===== src/rtl/fetch_unit.sv =====
// Instruction fetch sequencer: reads opcode/operand bytes at the program counter and hands
// complete instructions to the decoder. Define FETCH_PREFETCH_EN for a one-entry prefetch buffer.
module fetch_unit #(
  parameter int unsigned ADDR_WIDTH = 8,
  parameter int unsigned DATA_WIDTH = 8
) (
  input  logic                  clk,
  input  logic                  reset_n,
  input  logic [ADDR_WIDTH-1:0] pc_value,
  output logic                  pc_step,
  output logic                  pc_load,
  output logic [ADDR_WIDTH-1:0] pc_load_val,
  output logic                  mem_req,
  output logic [ADDR_WIDTH-1:0] mem_addr,
  input  logic                  mem_ready,
  input  logic [DATA_WIDTH-1:0] mem_rdata,
  input  logic                  jump_req,
  input  logic [ADDR_WIDTH-1:0] jump_addr,
  input  logic                  halt,
  output logic                  instr_valid,
  input  logic                  instr_ready,
  output logic [DATA_WIDTH-1:0] instr_opcode,
  output logic [DATA_WIDTH-1:0] instr_operand,
  output logic                  instr_has_arg,
  output logic [ADDR_WIDTH-1:0] instr_pc,
  output logic                  halted
);

  typedef enum logic [1:0] {StIdle, StOp, StArg, StHold} state_t;

  state_t state_q;
  logic   fetch_req;
  logic   byte_ok;
  logic   accept;

`ifdef FETCH_PREFETCH_EN
  logic                  buf_valid_q;
  logic [DATA_WIDTH-1:0] buf_op_q;
  logic [ADDR_WIDTH-1:0] buf_pc_q;
  logic                  next_hit;
  logic [DATA_WIDTH-1:0] next_op;
  logic [ADDR_WIDTH-1:0] next_pc;

  // In hold the bus keeps fetching the following opcode until the buffer is full.
  assign fetch_req = (state_q == StOp) || (state_q == StArg) ||
                     ((state_q == StHold) && !buf_valid_q);
  // A byte landing in the accept cycle itself is used just like a buffered one.
  assign next_hit  = buf_valid_q || byte_ok;
  assign next_op   = buf_valid_q ? buf_op_q : mem_rdata;
  assign next_pc   = buf_valid_q ? buf_pc_q : pc_value;
`else
  assign fetch_req = (state_q == StOp) || (state_q == StArg);
`endif

  // Jump has priority: a byte returned alongside a jump is dropped and not counted.
  assign pc_load     = (state_q != StIdle) && jump_req;
  assign pc_load_val = jump_addr;
  assign byte_ok     = fetch_req && mem_ready && !jump_req;
  assign pc_step     = byte_ok;
  assign mem_req     = fetch_req;
  assign mem_addr    = pc_value;
  assign accept      = instr_valid && instr_ready;
  assign halted      = (state_q == StIdle) && halt;

  always_ff @(posedge clk or negedge reset_n) begin
    if (!reset_n) begin
      state_q       <= StIdle;
      instr_valid   <= 1'b0;
      instr_opcode  <= '0;
      instr_operand <= '0;
      instr_has_arg <= 1'b0;
      instr_pc      <= '0;
`ifdef FETCH_PREFETCH_EN
      buf_valid_q   <= 1'b0;
      buf_op_q      <= '0;
      buf_pc_q      <= '0;
`endif
    end else begin
      unique case (state_q)
        StIdle: begin
          if (!halt) state_q <= StOp;
        end
        StOp: begin
          if (byte_ok) begin
            instr_opcode  <= mem_rdata;
            instr_pc      <= pc_value;
            instr_has_arg <= mem_rdata[DATA_WIDTH-1];
            instr_operand <= '0;
            if (mem_rdata[DATA_WIDTH-1]) begin
              state_q <= StArg;
            end else begin
              state_q     <= StHold;
              instr_valid <= 1'b1;
            end
          end
        end
        StArg: begin
          if (jump_req) begin
            state_q <= StOp;
          end else if (mem_ready) begin
            instr_operand <= mem_rdata;
            instr_valid   <= 1'b1;
            state_q       <= StHold;
          end
        end
        StHold: begin
          if (jump_req) begin
            instr_valid <= 1'b0;
            state_q     <= StOp;
`ifdef FETCH_PREFETCH_EN
            buf_valid_q <= 1'b0;
`endif
          end else if (accept) begin
            instr_valid <= 1'b0;
            if (halt) begin
              state_q       <= StIdle;
              instr_opcode  <= '0;
              instr_operand <= '0;
              instr_has_arg <= 1'b0;
              instr_pc      <= '0;
`ifdef FETCH_PREFETCH_EN
              buf_valid_q   <= 1'b0;
`endif
            end else begin
`ifdef FETCH_PREFETCH_EN
              buf_valid_q <= 1'b0;
              if (next_hit) begin
                instr_opcode  <= next_op;
                instr_pc      <= next_pc;
                instr_has_arg <= next_op[DATA_WIDTH-1];
                instr_operand <= '0;
                if (next_op[DATA_WIDTH-1]) begin
                  state_q <= StArg;
                end else begin
                  state_q     <= StHold;
                  instr_valid <= 1'b1;
                end
              end else begin
                state_q <= StOp;
              end
`else
              state_q <= StOp;
`endif
            end
          end
`ifdef FETCH_PREFETCH_EN
          else if (byte_ok) begin
            buf_valid_q <= 1'b1;
            buf_op_q    <= mem_rdata;
            buf_pc_q    <= pc_value;
          end
`endif
        end
        default: state_q <= StIdle;
      endcase
    end
  end

endmodule

===== config.mk =====
export PLATFORM = sky130hd
export DESIGN_NAME = fetch_unit
export DESIGN_NICKNAME = d
export VERILOG_FILES = /design/src/rtl/fetch_unit.sv
export SDC_FILE = /design/constraint.sdc
export NUM_CORES = 1
export LEC_CHECK = 0
export BUFFER_PORTS_ARGS = -buffer_cell sky130_fd_sc_hd__buf_4
export CORE_MARGIN = 5
export CORE_UTILIZATION = 42
export DETAILED_ROUTE_END_ITERATION = 8
export HOLD_SLACK_MARGIN = 0.05
export PLACE_DENSITY = 0.81
export SYNTH_ARGS = -nofsm -noshare
export SYNTH_HDL_FRONTEND = slang
export SYNTH_SLANG_ARGS = --single-unit

===== constraint.sdc =====
create_clock -name clk -period 2 [get_ports clk]
set_clock_uncertainty 0.05 [all_clocks]
set_input_delay 0.4 -clock clk [delete_from_list [all_inputs] [get_ports clk]]
set_output_delay 0.4 -clock clk [all_outputs]
set_load 0.05 [all_outputs]

**After elaboration in Yosys (flattened, before gate mapping)**

Cells that the tools add are included.

- Register bits: 28
- Input bits: 30
- Logic and storage cells: 66
- Output and inout port bits: 46

- Reductions and logical operators: 15
- Eq/ne operators: 13
- Muxes and demuxes: 32

Operators with widths:

| cell | number |
|---|---|
| two-way mux 8 bit | 8 |
| one-hot mux 8 bit (2 select lines) | 2 |
| one-hot mux 8 bit (3 select lines) | 1 |
| inequality test 2 bit (second input constant) | 8 |
| two-way mux 1 bit | 12 |
| two-way mux 2 bit | 6 |
| one-hot mux 2 bit (4 select lines) | 1 |
| AND reduction 7 bit | 1 |
| inequality test 3 bit (second input constant) | 2 |
| AND reduction 6 bit | 1 |
| logical AND 1 bit | 5 |
| AND reduction 5 bit | 1 |
| == test 2 bit (second input constant) | 2 |
| AND reduction 4 bit | 1 |
| nonzero test 2 bit | 2 |
| one-hot mux 1 bit (3 select lines) | 1 |
| nonzero test 3 bit | 1 |
| == test 2 x 1 -> 1 bit (second input constant) | 1 |
| logical NOT 2 bit | 1 |
| one-hot mux 1 bit (2 select lines) | 1 |
| logical NOT 1 bit | 1 |
| logical OR 1 bit | 1 |

**Longest topological paths before layout**

Gate-level depths: netlist of run 1.

- Depth after elaboration: 6
- Depth in mapped cells: 7
- Gate-level depth less buffers: 6

**Worst setup path before layout of run 1**

Ideal clock, no wire load.

- Path type: flip-flop to flip-flop
- Start point: reg state_q[0]
- End point: reg state_q[0]
- Path slack: -0.305 ns
- Required time: 1.822 ns
- Arrival time: 2.128 ns
- Setup time: 0.128 ns
- Clock period less this slack: 2.305 ns
- Buffers on the path: 0
- Stages on the path, launching flop included: 7
- Cells stage by stage: dfrtp_1 -> inv_1 -> ha_1 -> nand3b_1 -> a221oi_1 -> o21ai_1 -> mux2_1

- Longest elaborated chain between the ends: 6
- Elaborated cells on any way between the ends: 13
- Those cells by class: eq/ne (7); mux (1); reduce/logical (5)

RTL lines:

| element | RTL line | RTL |
|---|---|---|
| start: declaration | 31 | `state_t state_q;` |
| start signal: assignment | 67 | `state_q <= StIdle;` |
| start signal: assignment | 81 | `if (!halt) state_q <= StOp;` |
| start signal: assignment | 90 | `state_q <= StArg;` |
| == test 2 x 1 -> 1 bit or == test 2 bit (tied branches) | 52 | `assign fetch_req = (state_q == StOp) \|\| (state_q == StArg);` |
| logical OR 1 bit * | 52 |  |
| named net mem_req | 13 | `output logic mem_req,` |
| logical AND 1 bit * (2 in a row) | 58 | `assign byte_ok = fetch_req && mem_ready && !jump_req;` |
| inequality test 2 bit (no line) * | - |  |
| AND reduction 4 bit (no line) * | - |  |

The timed path passes the listed nets; every way through them passes the cells marked *.
A chain may end at the register's enable or synchronous reset.

**Final worst setup path of run 1**

- Start point: reg state_q[0]
- End point: reg state_q[0]

- Longest elaborated chain between the ends: 6
- Elaborated cells on any way between the ends: 13
- Those cells by class: eq/ne (7); mux (1); reduce/logical (5)

RTL lines:

| element | RTL line |
|---|---|
| == test 2 x 1 -> 1 bit or == test 2 bit (tied branches) | 52, 79 |
| logical OR 1 bit | 52 |
| logical AND 1 bit (2 in a row) | 58 |
| inequality test 2 bit (no line) | - |
| AND reduction 4 bit (no line) | - |

Parallel ways exist; a longest one is shown, timed or not.

==> impl_metrics.json, run 1 <==
{
  "total_power_mw": 4.70,
  "antenna_found_initial": 0,
  "power_density_nw_per_um2": 1930,
  "crit_arrival_ns": 2.17,
  "numCtsBuffers": 3,
  "numPortBuffers": 59,
  "netlist_area_um2": 1620,
  "core_area_um2": 3690,
  "grt-ovfl-total": 0,
  "sw_frac_of_total_pct": 46.6,
  "area_delta_synth_final_pct": 50.0,
  "p_sw_mw": 2.19,
  "endpoint_kind": "flop",
  "n_antenna_cell": 0,
  "ios": 76,
  "initial_core_util_pct": 43.9,
  "maxClockFrequency_mhz": 485,
  "via_per_inst": 4.96,
  "grt_max_degree": 28,
  "async_flop_share_pct": 100,
  "grt_pass1_vias": 1335,
  "clockRootBuffer": "clkbuf_8",
  "drt_iter0_markers": 37,
  "violations": "setup timing",
  "worstPathRequired_ns": 2.11,
  "die_y_um": 72.1,
  "cts_sinks": 27,
  "p_leak_nw": 1.19,
  "drv_cap": 0,
  "worstMarginPinSlew_ns": 0.368,
  "cts_buffer_depth": 2,
  "syn_nets": 182,
  "reg2reg_slack_ns": -0.06,
  "path_cells": "inv_4 -> ha_4 -> buf_6 -> nand3b_1 -> buf_4 -> a221oi_2 -> o21ai_1 -> mux2_1",
  "grtUsageTotal_pct": 15.8,
  "ys_top_cells_by_area": "dfrtp_1 42%, mux2_4 9.3%, buf_4 7.9%",
  "synthCells": 146,
  "grt_pass1_wl_um": 6610,
  "rows": 22,
  "place_congestion": 0.891,
  "setup_violations": 11,
  "die_width_um": 72.1,
  "tritoncts": "done",
  "ys_warn_count": 0,
  "synth_cell_types": 34,
  "synth_top_area_share_pct": 41.8,
  "drive_gt1_share_pct": 58.0,
  "yosys_most_used_dff": "dfrtp_1",
  "path_max_fanout": 5,
  "avgSynthCellArea_um2": 11.1,
  "finish.utilization_pct": 65.8,
  "worstSkewPairLatency_ns": 0.27,
  "internal-power_mw": 2.51,
  "first_pass_iters": 4,
  "htree_levels": 1,
  "vias": 1324,
  "path_buf_inv": 3,
  "critPathTopFamily": "flip-flops",
  "synth-edff-count": 0,
  "hold_class": "in -> reg",
  "ys_seq_area_share_pct": 41.8,
  "drc": 0,
  "cp_slowest_stage_delay_ns": 0.46,
  "yosys.area.top_type": "dfrtp_1",
  "fin_crit_sh_pct": 103,
  "cp_slowest_cell": "dfrtp_2",
  "wl_per_cell_um": 15.9,
  "status": "finished with violations",
  "ys_ff_latch": 27,
  "drt-total-wl_um": 4250,
  "hpwl_um": 2870,
  "die_area_um2": 5190,
  "hold_violations": 0,
  "seqPwrFrac_pct": 20.0,
  "peakVddDrop_mv": 1.39,
  "power_frac_clock_pct": 6.6,
  "slew-limit-headroom_pct": 75.4,
  "postRouteAntennaNets": 0,
  "fin_nets": 256,
  "cp-start-kind": "flop",
  "p_comb_share_pct": 73.4,
  "clkTransAtPathRegs_ns": 0.09,
  "grt_setup_unrepaired": "true",
  "finalCriticalPeriod_ns": 2.06,
  "drv_slew": 0,
  "setup_slack_ns": -0.0632,
  "crit_type": "reg -> reg"
}
power by group through the flow:
stage / clock (mW) / sequential, mW / combinational (mW)
after floorplan: 0 / 1.64 / 1.35
after global placement: 0 / 0.934 / 2.81
after detailed placement: 0 / 0.935 / 2.87
after CTS: 0.323 / 0.933 / 3.16
after global routing: 0.347 / 0.975 / 3.63
final: 0.312 / 0.938 / 3.45
layer usage:
layer | vias up | part of all wire [%] | wire length, µm | global-route usage (%)
li1 | 611 | - | - | -
met1 | 639 | 42 | 1790 | 20.5
met2 | 64 | 47 | 2000 | 26.7
met3 | 10 | 8.8 | 374 | 3.74
met4 | 0 | 2.0 | 87 | 3.55
met5 | - | 0 | 0 | 0
path summary, 6_finish.rpt:
path,from,end,cells past startpoint
max,state_q[0],state_q[0],8
min,mem_rdata[5],instr_operand[5],3
max reg2reg,state_q[0],state_q[0],8
min reg2reg,instr_pc[7],instr_pc[7],1
max in group asynchronous,reset_n,state_q[0],2
min in group asynchronous,reset_n,instr_operand[6],2
layout by cell type (no fill, tap or decap), types with 2 or more instances in the layout:
cell / n
a31oi_4: 2
clkbuf_8: 3
dfrtp_2: 2
dfrtp_1: 25
a21oi_1: 2
nand2_1: 10
and2b_1: 3
buf_6: 9
buf_12: 2
nand2b_1: 4
nor2b_1: 14
buf_4: 77
inv_4: 2
ha_4: 4
mux2_4: 16
inv_1: 12
mux2i_1: 8
final cells by class:
class / count / area, µm²
multi-input combinational: 83 / 838
clock buffer: 4 / 45.0
fill: 306 / 1260
inverter: 15 / 61.3
tap: 48 / 60.1
sequential: 27 / 678
timing repair buffer: 90 / 744
cell usage after synthesis, drive strengths merged (2+ instances only):
library cell,n
dfrtp,27
nor2b,14
o21ai,2
nand2,10
buf,18
a31oi,2
mux2,17
a221oi,2
mux2i,8
and2b,4
inv,15
ha,6
clkbuf,3
a21oi,2
nand2b,4
state kept, by name (all words and copies together), names as in the netlist:
| name | flops |
|---|---|
| state_q | 2 |
| instr_opcode | 8 |
| instr_valid | 1 |
| instr_pc | 8 |
| instr_operand | 8 |
worst reg2reg max path, cell delays in order (launching register included):
cell and delay [ns]:
dfrtp_2 0.46, inv_4 0.06, ha_4 0.27, buf_6 0.10, nand3b_1 0.12, buf_4 0.16, a221oi_2 0.27, o21ai_1 0.14
mux2_1 0.33
metrics by stage:
step	area, µm²	instances	setup TNS [ns]	hold WS (ns)	setup slack (ns)
3_3_place_gp	2100	245	-4.49	0.285	-0.284
4_1_cts	2300	259	-0.227	0.324	-0.0405
3_5_place_dp	2100	245	-6.76	0.296	-0.384
5_1_grt	2430	267	-1.88	0.329	-0.189
6_report	2430	267	-0.287	0.323	-0.0632
2_1_floorplan	1650	146	-0.135	0.0544	-0.0261
what timing repair did:
item                                    4_1_cts  5_1_grt
hold buffers                                  1        0
endpoints found under the hold margin        27        0
gates cloned                                  0        0
endpoints found under the setup margin       26       27
buffers inserted                              9        8
pin swaps                                     4        4
resized for setup                            20       16
kinds of logic (layout without fill, tap and decap cells):
group / count (synthesis) / after routing / share of synthesized area, %
AO/OA/AOI/OAI: 14 / 14 / 7.04
adder cells (fa/ha/maj): 6 / 6 / 4.64
buffers and inverters: 36 / 109 / 13.1
flip-flops: 27 / 27 / 41.8
multiplexers: 25 / 25 / 19.1
AND/OR/NAND/NOR: 38 / 38 / 14.4
Power figures use the tool's default switching activity.
==> run 2: changes to the inputs <==
--- a/config.mk
+++ b/config.mk
@@ -6,7 +6,7 @@
 export NUM_CORES = 1
 export LEC_CHECK = 0
 export BUFFER_PORTS_ARGS = -buffer_cell sky130_fd_sc_hd__buf_4
-export CORE_MARGIN = 5
+export CORE_MARGIN = 10
 export CORE_UTILIZATION = 42
 export DETAILED_ROUTE_END_ITERATION = 8
 export HOLD_SLACK_MARGIN = 0.05
==> impl_metrics.json, run 2 (same netlist as run 1, synthesis figures left out) <==
{
  "area_delta_synth_final_pct": 40.5,
  "initial_core_util_pct": 43.9,
  "wl_per_cell_um": 16.2,
  "worstPathRequired_ns": 2.14,
  "place_inst": 246,
  "n_antenna_cell": 0,
  "setup_violations": 9,
  "htree_levels": 1,
  "slew-limit-headroom_pct": 77.2,
  "peakVddDrop_mv": 0.893,
  "path_depth": 8,
  "cp_slowest_cell": "dfrtp_1",
  "drt_iter0_markers": 32,
  "vias": 1233,
  "top_regs": "instr_opcode: 8 flops, instr_operand: 8 flops, instr_pc: 8 flops",
  "final_cell_mix": "70 x buf_4, 25 x dfrtp_1, 14 x nor2b_1, 12 x inv_1",
  "hold_violations": 0,
  "cts_sinks": 27,
  "worstRegToRegCells": 8,
  "finalCriticalPeriod_ns": 2.04,
  "setup_slack_ns": -0.0437,
  "core_area_um2": 3690,
  "power_density_nw_per_um2": 1890,
  "worstMarginPinSlew_ns": 0.343,
  "cts_buffer_depth": 2,
  "grt-ovfl-total": 0,
  "fin_crit_sh_pct": 102,
  "hold_class": "in -> reg",
  "clkTransAtPathRegs_ns": 0.09,
  "drv_cap": 0,
  "drc": 0,
  "violations": "setup timing",
  "p_leak_nw": 1.11,
  "ios": 76,
  "drive_gt1_share_pct": 54.3,
  "grtUsageTotal_pct": 12.1,
  "total_power_mw": 4.29,
  "pre_cts_ws_ns": -0.328,
  "crit_type": "reg -> reg",
  "numCtsBuffers": 3,
  "postRouteAntennaNets": 0,
  "antenna_found_initial": 0,
  "whs_ns": 0.329,
  "status": "finished with violations",
  "path_buf_inv": 3,
  "crit_arrival_ns": 2.18,
  "die_area_um2": 6730,
  "hpwl_um": 3300,
  "finish.utilization_pct": 61.6,
  "die_width_um": 82.1,
  "path_max_fanout": 8,
  "drt-total-wl_um": 4150,
  "critPathTopFamily": "simple AND/OR/NAND/NOR gates",
  "layout_commonest_cell": "buf_4",
  "maxClockFrequency_mhz": 489,
  "tritoncts": "done",
  "via_per_inst": 4.82,
  "die_y_um": 82.1,
  "clockRootBuffer": "clkbuf_8",
  "min_path_cells": 3,
  "first_pass_iters": 4,
  "reg2reg_slack_ns": -0.04,
  "fin_cells": 256,
  "grt_max_degree": 28,
  "grt_pass1_vias": 1274,
  "grt_pass1_wl_um": 6420,
  "fin_nets": 245,
  "path_cells": "buf_6 -> buf_4 -> ha_4 -> or2_1 -> or3_4 -> a31oi_4 -> buf_12 -> mux2i_1",
  "place_congestion": 0.895,
  "grt_setup_unrepaired": "true",
  "numPortBuffers": 59,
  "endpoint_kind": "flop",
  "rows": 22,
  "drv_slew": 0,
  "worstSkewPairLatency_ns": 0.27,
  "cp-start-kind": "flop",
  "fillerInstances": 312,
  "cp_slowest_stage_delay_ns": 0.42
}
[run 2: cell count changes in the layout (fill, tap and decap cells not counted)]
cell     previous run  this run
a31oi_1             0         1
a31oi_4             2         1
buf_12              2         3
buf_4              77        70
buf_6               9         4
ha_1                1         2
ha_2                1         2
ha_4                4         2
inv_2               1         2
inv_4               2         1
mux2_2              0         6
mux2_4             16        10
or2_1               0         1
or2_4               1         0
[run 2: per-stage QoR]
stage	area, µm²	TNS, ns
floorplan	1650	-0.135
global placement	2110	-4.48
detailed placement	2110	-5.44
CTS	2220	-0.600
global route	2270	-0.777
finish	2270	-0.136
[run 2: worst min-delay path, cell delays in order]
cell     delay (ns)
buf_4          0.11
nand2_1        0.05
mux2i_1        0.05
[run 2: final timing paths]
kind / start / endpoint
max in group asynchronous: reset_n / instr_valid
min in group asynchronous: reset_n / instr_pc[0]
min reg2reg: instr_opcode[1] / instr_opcode[1]
min: mem_rdata[3] / instr_operand[3]
max: state_q[1] / instr_operand[6]
max reg2reg: state_q[1] / instr_operand[6]
[run 2: layout make-up]
class                   instances  area [µm²]  area share [%]
multi-input cells              83         776            34.1
inverters                      15        58.8            2.59
well taps                      48        60.1            2.64
repair buffers                 79         656            28.8
flip-flops and latches         27         678            29.8
clock buffers                   4        45.0            1.98
[run 2: what timing repair did]
item                                    in CTS  in global routing
resized for setup                            6                 12
endpoints found under the setup margin      26                 22
hold buffers                                 1                  0
endpoints found under the hold margin       27                  0
pin swaps                                    3                  1
buffers inserted                             4                  1
[run 2: routing by layer]
layer  share of wire, %  wire length, µm  global-route usage (%)
met5                  0                0                       0
met4               0.48               20                    3.23
met3                 12              502                    4.59
met2                 46             1890                    19.7
met1                 42             1740                    14.6
[run 2: report_power, final]
group          leakage, nW  switching [mW]  internal [mW]
Sequential           0.339           0.147          0.781
Combinational        0.751            1.74           1.32
Clock               0.0228           0.160          0.142
